### src/rtl/rv16_sub_seq.sv
`default_nettype none
// ============================================================================
// rv16_sub_seq : multi-word subtract sequencer, one DATA-bit word per cycle
//                through an external subtract unit, LSW first, borrow chained.
// Optional: SUB_SEQ_FLAGS_EN adds zero/neg/ovf result flags.
// Rev 1.0
// ============================================================================
module rv16_sub_seq #(
  parameter int DATA  = 16,
  parameter int WORDS = 2
) (
  input  logic                  clk,
  input  logic                  rst,
  input  logic                  in_valid,
  output logic                  in_ready,
  input  logic [DATA*WORDS-1:0] rs1_in,
  input  logic [DATA*WORDS-1:0] rs2_in,
  input  logic                  bin_in,
  input  logic [3:0]            tag_in,
  output logic [DATA-1:0]       sub_a,
  output logic [DATA-1:0]       sub_b,
  output logic                  sub_bin,
  input  logic [DATA-1:0]       sub_diff,
  input  logic                  sub_bout,
  output logic                  out_valid,
  input  logic                  out_ready,
  output logic [DATA*WORDS-1:0] rd_out,
  output logic                  bout,
  output logic [3:0]            tag_out
`ifdef SUB_SEQ_FLAGS_EN
  ,
  output logic                  zero_out,
  output logic                  neg_out,
  output logic                  ovf_out
`endif
);

  localparam int W    = DATA * WORDS;
  localparam int IDXW = (WORDS > 1) ? $clog2(WORDS) : 1;
  localparam logic [IDXW-1:0] C_LAST_IDX = IDXW'(WORDS - 1);

  typedef enum logic [1:0] {
    S_IDLE = 2'd0,
    S_RUN  = 2'd1,
    S_DONE = 2'd2
  } state_t;

  state_t          r_state;
  logic [W-1:0]    r_rs1;
  logic [W-1:0]    r_rs2;
  logic            r_borrow;
  logic [IDXW-1:0] r_idx;
  logic [IDXW-1:0] w_sel;

  assign in_ready  = (r_state == S_IDLE);
  assign out_valid = (r_state == S_DONE);

  // Outside RUN the subtract unit sees latched word 0 and a zero borrow.
  assign w_sel   = (r_state == S_RUN) ? r_idx : '0;
  assign sub_a   = r_rs1[w_sel*DATA +: DATA];
  assign sub_b   = r_rs2[w_sel*DATA +: DATA];
  assign sub_bin = (r_state == S_RUN) ? r_borrow : 1'b0;

  always_ff @(posedge clk) begin
    if (rst) begin
      r_state  <= S_IDLE;
      r_rs1    <= '0;
      r_rs2    <= '0;
      r_borrow <= 1'b0;
      r_idx    <= '0;
      rd_out   <= '0;
      bout     <= 1'b0;
      tag_out  <= 4'd0;
    end else begin
      case (r_state)
        S_IDLE: begin
          if (in_valid) begin
            r_rs1    <= rs1_in;
            r_rs2    <= rs2_in;
            r_borrow <= bin_in;
            tag_out  <= tag_in;
            r_idx    <= '0;
            r_state  <= S_RUN;
          end
        end
        S_RUN: begin
          rd_out[r_idx*DATA +: DATA] <= sub_diff;
          r_borrow <= sub_bout;
          if (r_idx == C_LAST_IDX) begin
            bout    <= sub_bout;
            r_idx   <= '0;
            r_state <= S_DONE;
          end else begin
            r_idx <= r_idx + IDXW'(1);
          end
        end
        S_DONE: begin
          if (out_ready) begin
            r_state <= S_IDLE;
          end
        end
        default: r_state <= S_IDLE;
      endcase
    end
  end

`ifdef SUB_SEQ_FLAGS_EN
  // Flags qualified by out_valid so they read 0 out of reset and while busy.
  assign zero_out = out_valid & (rd_out == '0);
  assign neg_out  = out_valid & rd_out[W-1];
  assign ovf_out  = out_valid & (r_rs1[W-1] != r_rs2[W-1]) & (rd_out[W-1] != r_rs1[W-1]);
`endif

endmodule
`default_nettype wire

### config.mk
export PLATFORM = sky130hd
export DESIGN_NAME = rv16_sub_seq
export DESIGN_NICKNAME = d
export VERILOG_FILES = /design/src/rtl/rv16_sub_seq.sv
export SDC_FILE = /design/constraint.sdc
export NUM_CORES = 1
export LEC_CHECK = 0
export ABC_CLOCK_PERIOD_IN_PS = 2700
export CAP_MARGIN = 20
export CORE_MARGIN = 8
export CORE_UTILIZATION = 48
export CTS_BUF_LIST = sky130_fd_sc_hd__clkbuf_2
export CTS_CLUSTER_SIZE = 28
export DETAILED_ROUTE_END_ITERATION = 7
export GPL_ROUTABILITY_DRIVEN = 0
export MAX_ROUTING_LAYER = met4
export PLACE_DENSITY_LB_ADDON = 0.25
export SKIP_CTS_REPAIR_TIMING = 1
export SLEW_MARGIN = 20
export SYNTH_ARGS = -nofsm -noshare
export SYNTH_HDL_FRONTEND = slang
export SYNTH_SLANG_ARGS = --single-unit
### constraint.sdc
create_clock -name clk -period 2.7 [get_ports clk]
set_input_delay 0.54 -clock clk [delete_from_list [all_inputs] [get_ports clk]]
set_output_delay 0.54 -clock clk [all_outputs]
set_load 0.01 [all_outputs]
### Yosys cells after proc, flatten, opt, wreduce, memory -nomap -nowiden

Index checks and enable logic that the tools add are counted.

* register bits after elaboration: 105
* latch bits: 0
* RAM bits: 0
* bits in read-only memories: 0
* input port bits: 90
* memories kept: 0

* add/subtract/negate cells: 2
* $mul: 0
* divide/modulo/power cells: 0
* $lt $le $gt $ge: 0
* eq/ne operators: 5
* shifts and indexed selects: 4
* mux-type cells: 12
* bitwise logic cells: 0
* reductions and logical operators: 6

Operator list (number)
* variable part select 32 x 6 -> 16 bit: 2
* negator 5 -> 34 bit: 1
* variable shift 16 x 34 -> 32 bit, first input constant: 1
* variable part select 16 x 34 -> 32 bit: 1
* bitwise mux 32 bit: 1
* 2-to-1 mux 2 bit: 3
* one-hot mux 2 bit (3 select lines): 1
* AND reduction 2 bit: 3
* 2-to-1 mux 1 bit: 5
* inequality test 2 bit, second input constant: 2
* one-hot mux 1 bit (2 select lines): 2
* AND reduction 3 bit: 1
* == test 2 x 1 -> 1 bit, second input constant: 1
* == test 2 bit, second input constant: 1
* zero test 2 bit: 1
* inequality test 2 x 1 -> 1 bit, second input constant: 1
* nonzero test 2 bit: 1
* adder 1 bit, second input constant: 1

### Depth between registers and ports, before layout

Gate-level depths: netlist of run 1.

* word-level depth: 3
* depth in mapped cells: 7
* gate-level depth less buffers: 3

### Worst setup path after synthesis of run 1

OpenSTA, ideal clock, no wires.

* path type: reg2out
* start: reg r_state[1]
* end: out sub_a[12]
* arrival: 1.263 ns
* path slack: 0.897 ns
* stages on the path, launching flop included: 8
* cells stage by stage: dfxtp_1 buf_2 and3b_1 clkbuf_1 buf_2 buf_2 nand2_1 nand2_1

* cells in the longest elaborated chain, start to end: 3

RTL lines
* start, declared: RTL line 48 `state_t r_state;`
* start signal, assigned: RTL line 66 `r_state <= S_IDLE;`
* start signal, assigned: RTL line 83 `r_state <= S_RUN;`
* start signal, assigned: RTL line 92 `r_state <= S_DONE;`
* == test 2 x 1 -> 1 bit: RTL line 59 `assign w_sel = (r_state == S_RUN) ? r_idx : '0;`
* 2-to-1 mux 1 bit: RTL line 59
* variable part select 32 x 6 -> 16 bit: RTL line 60 `assign sub_a = r_rs1[w_sel*DATA +: DATA];`
* end, declared: RTL line 20 `output logic [DATA-1:0] sub_a,`

Every way passes these cells.

### Worst setup path after layout of run 1

Ends and elaborated chain as after synthesis.

==> results of run 1 <==
[flip-flops by register name, summed over array words and instances, names as in the netlist]
signal and count:
r_idx 1, r_rs1 32, r_state 2, bout 1
tag_out 4, r_borrow 1, r_rs2 32, rd_out 32
[synth_stat cells (2+ instances only)]
library cell and count:
clkbuf_1 19, a21oi_1 88, mux2i_1 16, nor2_1 21, dfxtp_1 105, buf_4 2, inv_1 2, buf_2 17
nand2b_1 2, buf_6 4, nand2_1 266
[final timing paths]
| check | from | to | slack (ps) | cells past startpoint |
|---|---|---|---|---|
| setup / recovery | r_state[1] | sub_a[12] | 40 | 5 |
| hold / removal | rst | rd_out[0] | 410 | 2 |
| setup reg to reg | r_state[0] | r_borrow | 1030 | 5 |
| hold reg to reg | rd_out[29] | rd_out[29] | 470 | 2 |
[worst max-delay path: cells and delay by family, from the launching register on]
| kind | cells | cell delay [ps] |
|---|---|---|
| simple gates | 3 | 430 |
| flops | 1 | 420 |
| buf+inv | 2 | 730 |
[power breakdown]
part           total, µW  internal, µW  switching [µW]  leakage [µW]
combinational        597           318             279       0.00177
sequential          1700          1650            51.1      0.000861
clock                757           225             532     0.0000751
[kinds of logic after synthesis]
| family | Yosys count | synth area share, % |
|---|---|---|
| flops | 105 | 51.5 |
| buf+inv | 44 | 5.48 |
| mux | 16 | 3.92 |
| compound gates | 90 | 11.2 |
| simple gates | 295 | 27.9 |
[through the flow]
step	total power [µW]	setup WS (ps)	hold slack, ps
3_3_place_gp	2310	450	440
4_1_cts	3080	-248	367
2_1_floorplan	2010	897	430
5_1_grt	3200	-66.5	378
6_report	3050	35.8	406
3_5_place_dp	2330	413	447
[layout make-up]
| cell class | count | area share [%] |
|---|---|---|
| clock buffer | 9 | 0.756 |
| clock inverter | 7 | 1.24 |
| timing repair buffer | 177 | 30.5 |
| sequential | 105 | 35.4 |
| inverter | 2 | 0.126 |
| multi-input combinational | 401 | 29.7 |
| tap | 105 | 2.20 |
[routing by layer]
metal | wire, µm | GRT usage, % | share of wire [%] | vias to the layer above
met5 | 0 | - | 0 | -
met4 | 304 | 7.93 | 2.5 | 0
met3 | 714 | 5.29 | 5.8 | 22
met2 | 6010 | 34.9 | 49 | 123
met1 | 5230 | 24.2 | 43 | 1919
li1 | - | - | - | 2030
==> flow_summary_export.csv, run 1 <==
group,metric,value,unit
routing,drc,0,
yosys,synth_area,4080,µm²
timing,finalCriticalPeriod,2660,ps
pwr,p_per_area,513,nW/µm²
clock_network,cts_max_level,3,
place,place_hpwl,8.84,mm
cells_and_area,syn2layout_area_growth,45.9,%
cells_and_area,final.fill_count,629,
global_route,grt_pass1_vias,4036,
yosys,synth_top_cell_area_share,51.5,%
routing,wire_per_inst,15.2,µm
global_route,antenna_found_initial,0,
cells_and_area,final_common_cell,"nand2_1",
cells_and_area,antenna_cells,0,
cells_and_area,drive_above_1_share,5.56,%
worst_setup_path,critical_path_arrival,2120,ps
clock_network,clkLatencyLatePin,570,ps
floorplanning,start_util,49.7,%
yosys,ys_ff_latch,105,
pwr,ir_drop,0.271,mV
global_route,grt_pass1_wl,19.4,mm
routing,wirelength,12.3,mm
routing,drtAntennaViolNets,0,
cells_and_area,regArea,2110,µm²
yosys,yosysTopAreaCell,"dfxtp_1",
worst_setup_path,crit_required,2160,ps
yosys,synth_cell_types,19,
cells_and_area,final_area,5960,µm²
cells_and_area,post-route-util,72.5,%
place,placed_cell_area,5740,µm²
routing,viasPerCell,5.08,
cells_and_area,final_cell_mix,"nand2_1 (266), clkdlybuf4s50_1 (137), dfxtp_1 (102), a21oi_1 (88), dlymetal6s2s_1 (23)",
floorplanning,num_rows,33,
global_route,grt_max_degree,47,
floorplanning,coreArea,8220,µm²
yosys,synthCells,550,
yosys,syn_avg_cell_area,7.43,µm²
worst_setup_path,end_kind,"primary output",
yosys,ys_async_sr_fraction,0,%
flow_run,cap_violations,0,
clock_network,clk_pin_slew,290,ps
timing,slew_headroom,65.7,%
routing,vias,4094,
timing,worstMarginPinSlew,515,ps
worst_setup_path,crit_path_start_kind,"flip-flop",
floorplanning,die_area,11700,µm²
timing,fin_setup_tns,0,ps
global_route,overflow,0,
cells_and_area,final_nets,786,
clock_network,cts_tree,"done",
yosys,synth_ff_type,"dfxtp_1",
floorplanning,top_level_ports,162,
yosys,synth_edf_count,0,
floorplanning,die_x,108,µm
global_route,grtUsageTotal,21.2,%
hold_path,hp-class,"in2reg",
routing,drtIter0Drc,163,
clock_network,cts_max_path_buffers,2,
timing,hold_viol_final,0,
cells_and_area,multi_input_comb_area,1770,µm²
timing,finalSetupViolations,0,
pwr,p_leak,0.00271,µW
clock_network,clkSinkCount,105,
floorplanning,die_y,108,µm
worst_setup_path,crit_slowest_cell,"clkdlybuf4s50_1",
yosys,yosysWarningCount,0,
timing,drv_slew,0,
timing,finClkSkew,31.5,ps
worst_setup_path,crit_fanout,11,
timing,rsz0062_at_grt,"true",
yosys,synth_area_leaders,"dfxtp_1 (51%), nand2_1 (24%), a21oi_1 (11%), mux2i_1 (3.9%), buf_2 (2.1%)",
clock_network,numCtsBuffers,9,
worst_setup_path,path_cells,"and3b_2, buf_4, nand2_1, nand2_1, clkdlybuf4s50_1",
worst_setup_path,critPathKind,"reg2out",
routing,dr.pass1.iters,4,
timing,period_share,98.7,%
place,dp.cells,786,
clock_network,cts-root-buf,"clkbuf_2",
worst_setup_path,slowest_delay,530,ps
timing,fmax,0.375,GHz
place,io_buffers,161,
yosys,ys_seq_area_share,51.5,%
yosys,syn_nets,640,
outcome,status,"completed",
cells_and_area,final_cells,806,
worst_setup_path,cp_common_cell,"nand2_1",
Note: power is estimated with default switching activity, not from simulation.
==> run 2: changes to the inputs <==
--- a/config.mk
+++ b/config.mk
@@ -15,6 +15,7 @@
 export GPL_ROUTABILITY_DRIVEN = 0
 export MAX_ROUTING_LAYER = met4
 export PLACE_DENSITY_LB_ADDON = 0.25
+export SETUP_SLACK_MARGIN = 0.1
 export SKIP_CTS_REPAIR_TIMING = 1
 export SLEW_MARGIN = 20
 export SYNTH_ARGS = -nofsm -noshare
==> results of run 2 <==
Final layout, timing and power as in run 1 (identical DEF).
==> run 3: changes to the inputs <==
--- a/config.mk
+++ b/config.mk
@@ -13,6 +13,7 @@
 export CTS_CLUSTER_SIZE = 28
 export DETAILED_ROUTE_END_ITERATION = 7
 export GPL_ROUTABILITY_DRIVEN = 0
+export GPL_TIMING_DRIVEN = 0
 export MAX_ROUTING_LAYER = met4
 export PLACE_DENSITY_LB_ADDON = 0.25
 export SETUP_SLACK_MARGIN = 0.1
==> flow_summary_export.csv, run 3 (same netlist as run 1, synthesis figures left out) <==
group,metric,value,unit
outcome,status,"completed",
pwr,ir_drop,0.451,mV
worst_setup_path,cp-startpoint,"r_state[1]",
timing,hold_viol_final,0,
pwr,p_per_area,484,nW/µm²
cells_and_area,regArea,2100,µm²
cells_and_area,top_regs,"r_rs1 (32), r_rs2 (32), rd_out (32)",
routing,vias,4290,
clock_network,cts_max_level,3,
routing,wirelength,14.0,mm
timing,finalSetupViolations,0,
floorplanning,start_util,49.7,%
timing,rsz0062_at_grt,"true",
cells_and_area,post-route-util,75.7,%
global_route,grt_pass1_wl,20.9,mm
global_route,antenna_found_initial,0,
pwr,p_leak,0.00294,µW
floorplanning,num_rows,33,
timing,finalCriticalPeriod,2580,ps
worst_setup_path,rrSetupSlack,830,ps
cells_and_area,antenna_cells,0,
clock_network,clk_pin_slew,260,ps
cells_and_area,final_nets,821,
worst_setup_path,path_cells,"buf_6, and3b_1, buf_6, buf_6, buf_8, clkbuf_16, nand2_2, nand2_1, buf_2",
global_route,grt_pass1_vias,4335,
global_route,grt_max_degree,17,
timing,fin_setup_tns,0,ps
clock_network,cts_tree,"done",
timing,drv_slew,0,
clock_network,cts-root-buf,"clkbuf_2",
cells_and_area,drive_above_1_share,11.5,%
hold_path,min-delay-start,"rd_out[26]",
floorplanning,die_x,108,µm
worst_setup_path,slowest_delay,380,ps
worst_setup_path,crit_required,2160,ps
clock_network,numCtsBuffers,9,
floorplanning,die_y,108,µm
worst_setup_path,reg2reg_from,"r_state[0]",
cells_and_area,final_cell_mix,"nand2_1 (249), clkdlybuf4s50_1 (125), dfxtp_1 (103), a21oi_1 (88), dlymetal6s2s_1 (25)",
routing,wire_per_inst,16.6,µm
cells_and_area,final.fill_count,643,
routing,drtIter0Drc,160,
timing,slew_headroom,60.5,%
worst_setup_path,end_kind,"primary output",
cells_and_area,multi_input_comb_area,1830,µm²
routing,drc,0,
routing,viasPerCell,5.10,
worst_setup_path,crit_fanout,6,
cells_and_area,syn2layout_area_growth,52.2,%
worst_setup_path,critical_path_arrival,2040,ps
worst_setup_path,crit_slowest_cell,"dfxtp_2",
timing,fmax,0.387,GHz
clock_network,clkLatencyLatePin,560,ps
floorplanning,top_level_ports,162,
worst_setup_path,cp_common_cell,"buf_6",
clock_network,clkSinkCount,105,
timing,finClkSkew,15.8,ps
worst_setup_path,critPathKind,"reg2out",
worst_setup_path,crit_path_start_kind,"flip-flop",
cells_and_area,final_common_cell,"nand2_1",
global_route,overflow,0,
flow_run,cap_violations,0,
place,io_buffers,160,
routing,dr.pass1.iters,5,
floorplanning,coreArea,8220,µm²
timing,worstMarginPinSlew,592,ps
hold_path,hp-class,"reg2reg",
place,place_hpwl,9.93,mm
routing,drtAntennaViolNets,0,
timing,period_share,95.7,%
floorplanning,die_area,11700,µm²
clock_network,cts_max_path_buffers,2,
global_route,grtUsageTotal,23.2,%
run 3: cell count changes in the layout (fill, tap and decap cells not counted), sizes merged:
cell / delta
clkinvlp: +4
buf: +29
clkinv: -2
clkdlybuf4s50: -12
inv: -4
dlymetal6s2s: +2
clkbuf: +19
bufinv: -1
run 3: power by group:
group / total (µW) / internal (µW) / switching, µW
combinational: 659 / 346 / 313
sequential: 1700 / 1650 / 52.7
clock: 648 / 130 / 518
total: 3010 / 2130 / 884
run 3: path summary, 6_finish.rpt:
path	end	cells past startpoint
setup / recovery	sub_a[7]	9
hold / removal	rd_out[26]	2
setup reg to reg	r_rs1[9]	8
hold reg to reg	rd_out[26]	2
run 3: routing by layer:
metal	wire [µm]	vias up	GRT usage, %
met5	0	-	-
met4	405	0	8.62
met3	1230	30	8.27
met2	6770	181	37.4
met1	5570	1979	25.9
li1	-	2100	-
run 3: cell type report:
type                       count  area share (%)
clock buffer                  12           0.966
sequential                   105            33.9
buffer                        42            4.79
tap                          105            2.11
inverter                       2           0.121
multi-input combinational    401            29.4
timing repair buffer         170            28.2
clock inverter                 4           0.483
run 3: stage by stage:
step / hold slack, ps / instances / total power (µW) / setup WS (ps) / cell area [µm²]
finish: 473 / 841 / 3010 / 117 / 6220
global route: 417 / 841 / 3150 / -3.65 / 6220
CTS: 459 / 831 / 2990 / -589 / 5910
detailed placement: 446 / 815 / 2360 / 74.9 / 5820
global placement: 441 / 815 / 2340 / 124 / 5820
floorplan: 430 / 550 / 2010 / 897 / 4080
run 3: worst max-delay path: cells and delay by family, from the launching register on:
| kind | cells | cell delay (ps) |
|---|---|---|
| buf+inv | 6 | 750 |
| flops | 1 | 380 |
| simple gates | 3 | 360 |
